==> src/rtl/mac_issue_ctrl.sv <==
// ============================================================================
// mac_issue_ctrl : issues key (load) then query (execute) vectors to MAC column 0
//                  and counts returned psums to signal run completion.
// Revision: 1.0
// ============================================================================
`default_nettype none

module mac_issue_ctrl #(
  parameter int bw         = 8,
  parameter int pr         = 8,
  parameter int addr_bw    = 6,
  parameter int load_len   = 10,
  parameter int q_len      = 8,
  parameter int key_base   = 0,
  parameter int query_base = 16
) (
  input  logic                 clk,
  input  logic                 reset,
  input  logic                 start,
  output logic                 mem_cen,
  output logic [addr_bw-1:0]   mem_addr,
  input  logic [pr*bw-1:0]     mem_dout,
  output logic [pr*bw-1:0]     q_out,
  output logic [1:0]           o_inst,
  input  logic                 fifo_wr_in,
  output logic                 busy,
  output logic                 done,
  output logic [3:0]           rd_cnt
);

  localparam int IW = $clog2(((load_len > q_len) ? load_len : q_len) + 1);

  localparam logic [1:0] ST_IDLE  = 2'd0;
  localparam logic [1:0] ST_LOAD  = 2'd1;
  localparam logic [1:0] ST_EXEC  = 2'd2;
  localparam logic [1:0] ST_DRAIN = 2'd3;

  logic [1:0]    state_q, state_d;
  logic [IW-1:0] idx_q, idx_d;
  logic [1:0]    inst_q, inst_d;
  logic [3:0]    cnt_q, cnt_d, cnt_inc;
  logic          done_q, done_d;

  always_comb begin
    state_d  = state_q;
    idx_d    = idx_q;
    cnt_d    = cnt_q;
    done_d   = 1'b0;
    inst_d   = 2'b00;
    mem_cen  = 1'b1;
    mem_addr = '0;
    // Saturating psum count; the DRAIN exit check sees this cycle's pulse.
    cnt_inc  = (fifo_wr_in && (cnt_q < 4'(q_len))) ? cnt_q + 4'd1 : cnt_q;
    case (state_q)
      ST_IDLE: begin
        if (start) begin
          state_d = ST_LOAD;
          idx_d   = '0;
          cnt_d   = '0;
        end
      end
      ST_LOAD: begin
        mem_cen  = 1'b0;
        mem_addr = addr_bw'(key_base) + addr_bw'(idx_q);
        inst_d   = 2'b01;
        cnt_d    = cnt_inc;
        if (idx_q == IW'(load_len - 1)) begin
          state_d = ST_EXEC;
          idx_d   = '0;
        end else begin
          idx_d = idx_q + 1'b1;
        end
      end
      ST_EXEC: begin
        mem_cen  = 1'b0;
        mem_addr = addr_bw'(query_base) + addr_bw'(idx_q);
        inst_d   = 2'b10;
        cnt_d    = cnt_inc;
        if (idx_q == IW'(q_len - 1)) begin
          state_d = ST_DRAIN;
          idx_d   = '0;
        end else begin
          idx_d = idx_q + 1'b1;
        end
      end
      ST_DRAIN: begin
        cnt_d = cnt_inc;
        if (cnt_inc == 4'(q_len)) begin
          state_d = ST_IDLE;
          done_d  = 1'b1;
        end
      end
      default: state_d = ST_IDLE;
    endcase
  end

  always_ff @(posedge clk) begin
    if (reset) begin
      state_q <= ST_IDLE;
      idx_q   <= '0;
      inst_q  <= 2'b00;
      cnt_q   <= '0;
      done_q  <= 1'b0;
    end else begin
      state_q <= state_d;
      idx_q   <= idx_d;
      inst_q  <= inst_d;
      cnt_q   <= cnt_d;
      done_q  <= done_d;
    end
  end

  // Read data arrives one cycle after the read, together with its instruction.
  assign q_out  = mem_dout;
  assign o_inst = inst_q;
  assign busy   = (state_q != ST_IDLE);
  assign done   = done_q;
  assign rd_cnt = cnt_q;

endmodule

`default_nettype wire
==> config.mk <==
export PLATFORM = sky130hd
export DESIGN_NAME = mac_issue_ctrl
export DESIGN_NICKNAME = d
export VERILOG_FILES = /design/src/rtl/mac_issue_ctrl.sv
export SDC_FILE = /design/constraint.sdc
export NUM_CORES = 1
export LEC_CHECK = 0
export CORE_MARGIN = 4
export CORE_UTILIZATION = 31
export DETAILED_ROUTE_END_ITERATION = 6
export PLACE_DENSITY = 0.89
export SLEW_MARGIN = 20
export SYNTH_ARGS = -nofsm -noshare
export SYNTH_HDL_FRONTEND = slang
export SYNTH_SLANG_ARGS = --single-unit
==> constraint.sdc <==
create_clock -name clk -period 3.5 [get_ports clk]
set_input_delay 0.875 -clock clk [delete_from_list [all_inputs] [get_ports clk]]
set_output_delay 0.875 -clock clk [all_outputs]
set_load 0.005 [all_outputs]
Yosys cells after proc, flatten, opt, wreduce, memory -nomap -nowiden
Index checks and enable logic that the tools add are counted.
{ "totals": {"reg_bits": 13, "latchBits": 0, "ramBits": 0, "romBits": 0, "inputBits": 68, "output_inout_bits": 79, "wordCells": 44, "n_memories": 0} }
{ "op_classes": {"addsub": 3, "n_mul": 0, "div": 0, "n_lt_le_gt_ge": 1, "n_eq_ne": 10, "n_shift": 0, "n_mux": 15, "n_bitwise": 1, "reduce_logical": 9} }
{ "ops": {"columns": ["cell", "count"], "rows": [
  ["$mux W4", 4],
  ["$pmux W4 S3", 1],
  ["$pmux W6 S2", 1],
  ["$add A4 B1 Y4 const B", 2],
  ["$eq A4 B4 Y1 const B", 2],
  ["$mux W2", 4],
  ["$ne A2 B2 Y1 const B", 4],
  ["$pmux W2 S4", 1],
  ["$pmux W4 S2", 1],
  ["$add A5 B4 Y6 const A", 1],
  ["$eq A2 B2 Y1 const B", 2],
  ["$eq A4 B3 Y1 const B", 1],
  ["$lt A4 B4 Y1 const B", 1],
  ["$pmux W2 S2", 1],
  ["$reduce_and A4 Y1", 1],
  ["$reduce_or A2 Y1", 2],
  ["$reduce_bool A3 Y1", 1],
  ["$reduce_or A3 Y1", 1],
  ["$eq A2 B1 Y1 const B", 1],
  ["$logic_not A2 Y1", 1],
  ["$mux W1", 2],
  ["$reduce_and A2 Y1", 1],
  ["$reduce_bool A2 Y1", 1],
  ["$logic_and A1 B1 Y1", 1],
  ["$not A1 Y1", 1]
]} }

Longest topological paths before layout
Gate-level depths: netlist of run 1.
{ "depth": {"word_depth": 6, "depth_mapped": 6, "mapped_depth_nobuf": 6} }

Worst setup path before layout of run 1
OpenSTA, ideal clock, no wires.
{ "synth_timing": {"kind": "reg-to-output", "from": "reg state_q[0]", "to": "out mem_addr[0]", "t_arrival_ns": 1.140, "required_time_ns": 2.625, "slack_ns": 1.485, "stages_incl_launch_ff": 6, "path_buffers": 0, "cell_sequence": "dfxtp_1 inv_1 ha_1 inv_1 nor2_1 and2_1"} }
{ "synth_between": {"elab_chain_cells": 2, "elab_cells_between_ends": 3, "classes_between": "eq/ne: 2; mux: 1"} }
{ "synth_rtl": {"columns": ["item", "line_no", "text"], "rows": [
  ["from (decl)", "38", "logic [1:0] state_q, state_d;"],
  ["from (signal assigned)", "105", "state_q <= state_d;"],
  ["$eq A2 B2 Y1 or $eq A2 B1 Y1 (tied branches)", "54", "case (state_q)"],
  ["$pmux W6 S2 (*)", "54", null],
  ["to (decl)", "21", "output logic [addr_bw-1:0] mem_addr,"]
]} }
Every way passes the cells marked *; elsewhere a longest branch is shown, timed or not.

Worst setup path in the final report of run 1
{ "layout_timing": {"from": "reg state_q[0]", "to": "out mem_addr[3]"} }
The elaborated chain is that of the path after synthesis.

==> results of run 1 <==
==> worst max-delay path, delay by kind of cell (launching register included) <==
family        cells  cell delay [ps]
fa+ha+maj         1              380
buf+inv           3              690
flops             1              410
simple gates      2              290
==> flip-flops by register name (all words and copies together) (netlist names) <==
register and flops:
rd_cnt 4, done 1, idx_q 4, o_inst 2
state_q 2
==> power by group through the flow <==
stage / Sequential (mW) / Clock (mW) / Combinational (mW)
4_1_cts: 0.191 / 0.142 / 0.317
2_1_floorplan: 0.191 / 0 / 0.265
3_5_place_dp: 0.195 / 0 / 0.315
5_1_grt: 0.196 / 0.149 / 0.357
3_3_place_gp: 0.193 / 0 / 0.306
6_report: 0.192 / 0.138 / 0.318
==> how the worst max path moves through the flow <==
| stage | startpoint | to | cells after the start |
|---|---|---|---|
| 2_1_floorplan | state_q[0]$_SDFFE_PP0P_ | mem_addr[0] | 5 |
| 4_1_cts | state_q[0]$_SDFFE_PP0P_ | mem_addr[3] | 6 |
| 6_report | state_q[0]$_SDFFE_PP0P_ | mem_addr[3] | 6 |
| 3_3_place_gp | state_q[0]$_SDFFE_PP0P_ | mem_addr[0] | 6 |
| 5_1_grt | state_q[1]$_SDFFE_PP0P_ | mem_addr[3] | 6 |
| 3_5_place_dp | state_q[0]$_SDFFE_PP0P_ | mem_addr[3] | 6 |
==> cells in the final DEF (no fill, tap or decap), drive strengths merged, types with 2 or more instances in the layout <==
master	netlist	layout
a21oi	4	4
o41ai	2	2
nor2	8	8
o31ai	3	3
nand2b	4	4
and2	3	3
nor3	2	2
dfxtp	13	13
nand4	3	3
nor2b	3	3
inv	7	7
nor3b	2	2
ha	9	9
a31oi	3	3
a211oi	2	2
clkdlybuf4s50	0	17
o21ai	3	3
nand3b	3	3
mux2i	2	2
clkbuf	1	4
nand2	4	4
==> cells by family (layout without fill, tap and decap cells) <==
logic type               after synthesis  count (layout)  share of synthesized area (%)
AO/OA/AOI/OAI                         24              24                           12.3
adder cells (fa/ha/maj)                9               9                           8.30
multiplexers                           3               3                           2.31
XOR/XNOR                               1               1                          0.646
other                                  1               1                          0.276
AND/OR/NAND/NOR                       41              41                           18.3
buffers and inverters                 74              28                           38.7
flip-flops                            13              13                           19.2
==> cell usage after synthesis, types with 2 or more instances <==
cell type,n,share of area [%]
and2_1,3,1.4
nor2b_1,3,1.4
nand4_1,3,1.4
buf_4,66,37
inv_1,7,1.9
o31ai_1,3,1.7
nand2_1,4,1.1
nor2_1,8,2.2
o21ai_0,3,1.1
a31oi_1,3,1.4
nand3b_1,3,1.7
nor3_1,2,0.74
o41ai_1,2,1.3
dfxtp_1,13,19
a211oi_1,2,1.1
ha_1,9,8.3
nor3b_1,2,1.1
a21oi_1,4,1.5
nand2b_1,4,1.8
mux2i_1,2,1.5
==> through the flow <==
stage	power (mW)	area [µm²]	utilization (%)	worst slack [ps]	hold WS [ps]
after floorplan	0.456	1360	-	1480	485
after global placement	0.500	1090	26.5	962	513
after detailed placement	0.510	1090	26.5	892	528
after CTS	0.651	1130	27.6	626	536
after global routing	0.703	1130	27.6	480	573
final	0.649	1130	27.6	614	541
==> area by class of cell <==
| class | count | area share [%] |
|---|---|---|
| clock buffer | 4 | 3.97 |
| tap | 50 | 5.51 |
| timing repair buffer | 17 | 15.0 |
| sequential | 13 | 22.9 |
| multi-input combinational | 79 | 50.3 |
| inverter | 7 | 2.32 |
==> routing by layer <==
metal | global-route usage (%) | vias to the layer above | part of all wire (%)
li1 | - | 407 | -
met1 | 9.32 | 415 | 36
met2 | 14.6 | 41 | 44
met3 | 2.70 | 41 | 9.1
met4 | 12.9 | 0 | 10
met5 | 0 | - | 0
==> out/results.ini, run 1 <==
[outcome]
status=finished, final reports clean

[pwr]
p_comb_share_pct=49.1
share_seq_of_total_power_pct=29.7
p_switching_mw=0.256
leakagePower_nw=0.421
ir_drop_mv=0.150
powerDensity_nw_per_um2=572
internal-power_mw=0.393
switching_share_pct=39.5
clockPowerShare_pct=21.3

[timing]
slew_viol_final=0
min_period_ps=2890
tns_ps=0
grt_setup_unrepaired=false
final_hold_viol_count=0
fin_skew_ps=0.968
relSlewSlack_pct=65.0
min_period_over_period_pct=82.5
worst_pin_slew_ps=524
setup_viol=0
fmax_ghz=0.347

[worst_setup_path]
cp-end-kind=output port
reg2reg_from=state_q[0]$_SDFFE_PP0P_
critPathSlowestCell=clkdlybuf4s50_1
slowest_delay_ps=490
crit_type=reg2out
crit_path_frequent_cell=inv_1
r2r-end=state_q[0]$_SDFFE_PP0P_
required_ps=2620
reg2reg_slack_ps=1700
start_kind=flop
critPathMaxFanout=5
cp.arrival_ps=2010
cp_cell_sequence=inv_1 > ha_1 > inv_1 > nor2_1 > and2_1 > clkdlybuf4s50_1
reg2regPathDepth=6

[logic_synthesis]
synth_fp_nets=243
synth-seq-area-share_pct=19.2
synth-edff-count=0
synth-main-ff-cell=dfxtp_1
async_reset_ff_share_pct=0
netlist_area_um2=1360
yosysWarnings=0
synth_cells=166
syn_area_per_cell_um2=8.17
ys_ff_latch=13
ys_types=40

[clock_tree]
worstSkewPairLatency_ps=250
htree_num_levels=1
post_cts_resized=0
clkTransAtPathRegs_ps=60
cts_made_buffers=3
clock_path_buffers=2
cts_num_sinks=13
ctsRootBufferMaster=clkbuf_8
postCtsSetupBuffers=0
cts_tree=done
postCtsHoldBufs=0

[floorplan]
dieArea_um2=5500
die_y_um=74.1
boundaryPins=147
core_um2=4120
start_util_pct=33.0
rows=23
die_width_um=74.1

[global_route]
antenna_found_initial=0
grt_pass1_wl_mm=4.11
grt-ovfl-total=0
grt_pass1_vias=899
grt_max_degree=16
grt_use_total_pct=9.65

[finish]
area.growth.synth_to_final_pct=-16.3
fin_cells=170
nFillCells=440
nNetsFinal=198
multiInputGateArea_um2=571
regArea_um2=260
diodes=0
drive_gt1_share_pct=5.00

[route]
vias_per_cell=5.32
drc=0
post_drt_wl_per_cell_um=14.5
drtPass1Iterations=4
drt_iter0_drc=90
ant_nets=0
dr_total_vias=904
wirelength_mm=2.47

[hold_path]
hold_path_class=reg2reg
hold_end=state_q[1]$_SDFFE_PP0P_
min_path_cells=2
hold_path_startpoint=state_q[1]$_SDFFE_PP0P_

[place]
hpwlAfterDp_mm=1.85
dp_cells=166
io_buffers=17
gp_congestion=0.777

[run]
cap_violations=0

No activity file was read; power rests on OpenSTA's default activity.
==> run 2, diff against run 1 <==
Settings changed: CORE_UTILIZATION 31 to 28, PLACE_DENSITY 0.89 to 0.81.
Clock period 3.5 ns to 2.7 ns, I/O delays scaled along.
==> out/results.ini, run 2 (synthesized netlist as in run 1, its figures left out) <==
[route]
drt_iter0_drc=86  ; -4.4%
drc=0  ; unchanged
vias_per_cell=4.70  ; -12%
post_drt_wl_per_cell_um=13.0  ; -10%
ant_nets=0  ; unchanged
wirelength_mm=2.44  ; -1.3%
dr_total_vias=878  ; -2.9%
drtPass1Iterations=4  ; unchanged

[floorplan]
rows=25  ; +8.7%
start_util_pct=28.7  ; -4.2 points
die_y_um=77.6  ; +4.7%
core_um2=4720  ; +15%
die_width_um=77.6  ; +4.7%
boundaryPins=147  ; unchanged
dieArea_um2=6020  ; +9.5%

[global_route]
grt_max_degree=16  ; unchanged
grt.busiest_layer=met2
grt_use_total_pct=7.85  ; -1.8 points
met3_usage_pct=2.09  ; -0.61 points
use_met1_pct=7.92  ; -1.4 points
use_met2_pct=12.5  ; -2.1 points
grt-ovfl-total=0  ; unchanged
grt_pass1_wl_mm=3.84  ; -6.6%
grt_pass1_vias=857  ; -4.7%
antenna_found_initial=0  ; unchanged

[finish]
diodes=0  ; unchanged
fin_util_pct=24.8  ; -2.7 points
area.growth.synth_to_final_pct=-13.5
final_cell_mix=clkdlybuf4s50_1, dfxtp_1, ha_1, inv_1, nor2_1
drive_gt1_share_pct=8.33  ; +3.3 points
final_common_cell=clkdlybuf4s50_1
nNetsFinal=198  ; unchanged

[timing]
final_hold_viol_count=0  ; unchanged
min_period_ps=2570
slew_viol_final=0  ; unchanged
relSlewSlack_pct=64.7  ; -0.29 points
min_period_over_period_pct=95.3
fin_skew_ps=1.95  ; +0.985 ps
fmax_ghz=0.389
setup_viol=0  ; unchanged
worst_pin_slew_ps=528  ; +4.37 ps

[run]
cap_violations=0  ; unchanged

[hold_path]
hold_path_class=reg2reg

[clock_tree]
cts_tree=done
ctsRootBufferMaster=clkbuf_8
postCtsHoldBufs=0  ; unchanged
clkTransAtPathRegs_ps=60  ; about the same
cts_made_buffers=3  ; unchanged
worstSkewPairLatency_ps=250  ; about the same
clock_path_buffers=2  ; unchanged
cts_num_sinks=13  ; unchanged
post_cts_resized=0  ; unchanged
htree_num_levels=1  ; unchanged
postCtsSetupBuffers=0  ; unchanged

[worst_setup_path]
required_ps=2030  ; -590 ps
cp_top_family=buffers and inverters
slowest_delay_ps=490  ; about the same
cp.arrival_ps=1900  ; -110 ps
crit_type=reg2out
cp.buffers_inverters=2  ; -1
critPathSlowestCell=clkdlybuf4s50_1
cp-end-kind=output port
cp_cell_sequence=inv_1 > ha_1 > nor2_2 > nor2_1 > and2_1 > clkdlybuf4s50_1
critPathMaxFanout=6  ; +1
start_kind=flop

[pwr]
ir_drop_mv=0.209  ; +39%
total_power_mw=0.877  ; +35%
leakagePower_nw=0.423  ; +0.55%
powerDensity_nw_per_um2=748  ; +31%

[place]
io_buffers=17  ; unchanged
gp_congestion=0.810  ; +4.2%
hpwlAfterDp_mm=1.84  ; -0.58%

[outcome]
status=finished, final reports clean

[run 2: cell count changes in the layout (fill, tap and decap cells not counted)]
cell     before  now
dfxtp_2       0    2
nor2_1        8    7
nor2_2        0    1
dfxtp_1      13   11
ha_4          0    1
ha_1          9    8
[run 2: worst reg2reg max path: stages, from the launching register on]
cell and delay, ps:
dfxtp_2 360, inv_1 110, ha_1 300, nor4bb_1 390
o31ai_1 160, o31ai_1 220, a21oi_1 110
[run 2: final timing paths]
check	startpoint	end	slack (ps)	cells after the start
min	state_q[1]$_SDFFE_PP0P_	state_q[1]$_SDFFE_PP0P_	530	2
max	state_q[0]$_SDFFE_PP0P_	mem_addr[0]	130	6
max reg2reg	state_q[0]$_SDFFE_PP0P_	state_q[1]$_SDFFE_PP0P_	900	6
min reg2reg	state_q[1]$_SDFFE_PP0P_	state_q[1]$_SDFFE_PP0P_	530	2
[run 2: layout make-up]
| type | count | area (µm²) |
|---|---|---|
| Sequential cell | 13 | 263 |
| Inverter | 7 | 26.3 |
| Fill cell | 509 | 3550 |
| Timing Repair Buffer | 17 | 170 |
| Multi-Input combinational cell | 79 | 586 |
| Clock buffer | 4 | 45.0 |
| Tap cell | 67 | 83.8 |
[run 2: where the power goes]
part / switching, mW / internal, mW
logic: 0.239 / 0.209
registers: 0.0305 / 0.222
clock network: 0.0726 / 0.104
[run 2: stage by stage]
stage	instance area, µm²	hold WS [ps]	TNS, ps	instances	worst slack, ps
after detailed placement	1110	527	0	183	296
after global placement	1110	512	0	183	358
after CTS	1160	536	0	187	23.3
after global routing	1170	556	-14.2	187	-14.2
after floorplan	1360	485	0	166	885
final	1170	527	0	187	128
[run 2: layer usage]
metal / vias up / share of wire (%)
met5: - / 0
met4: 0 / 6.7
met3: 24 / 9.7
met2: 42 / 44
met1: 401 / 39
li1: 411 / -
==> run 3, diff against run 2 <==
Settings changed: HOLD_SLACK_MARGIN set to 0.06.
==> results of run 3 <==
No change in the layout: final DEF, timing and power equal those of run 2.
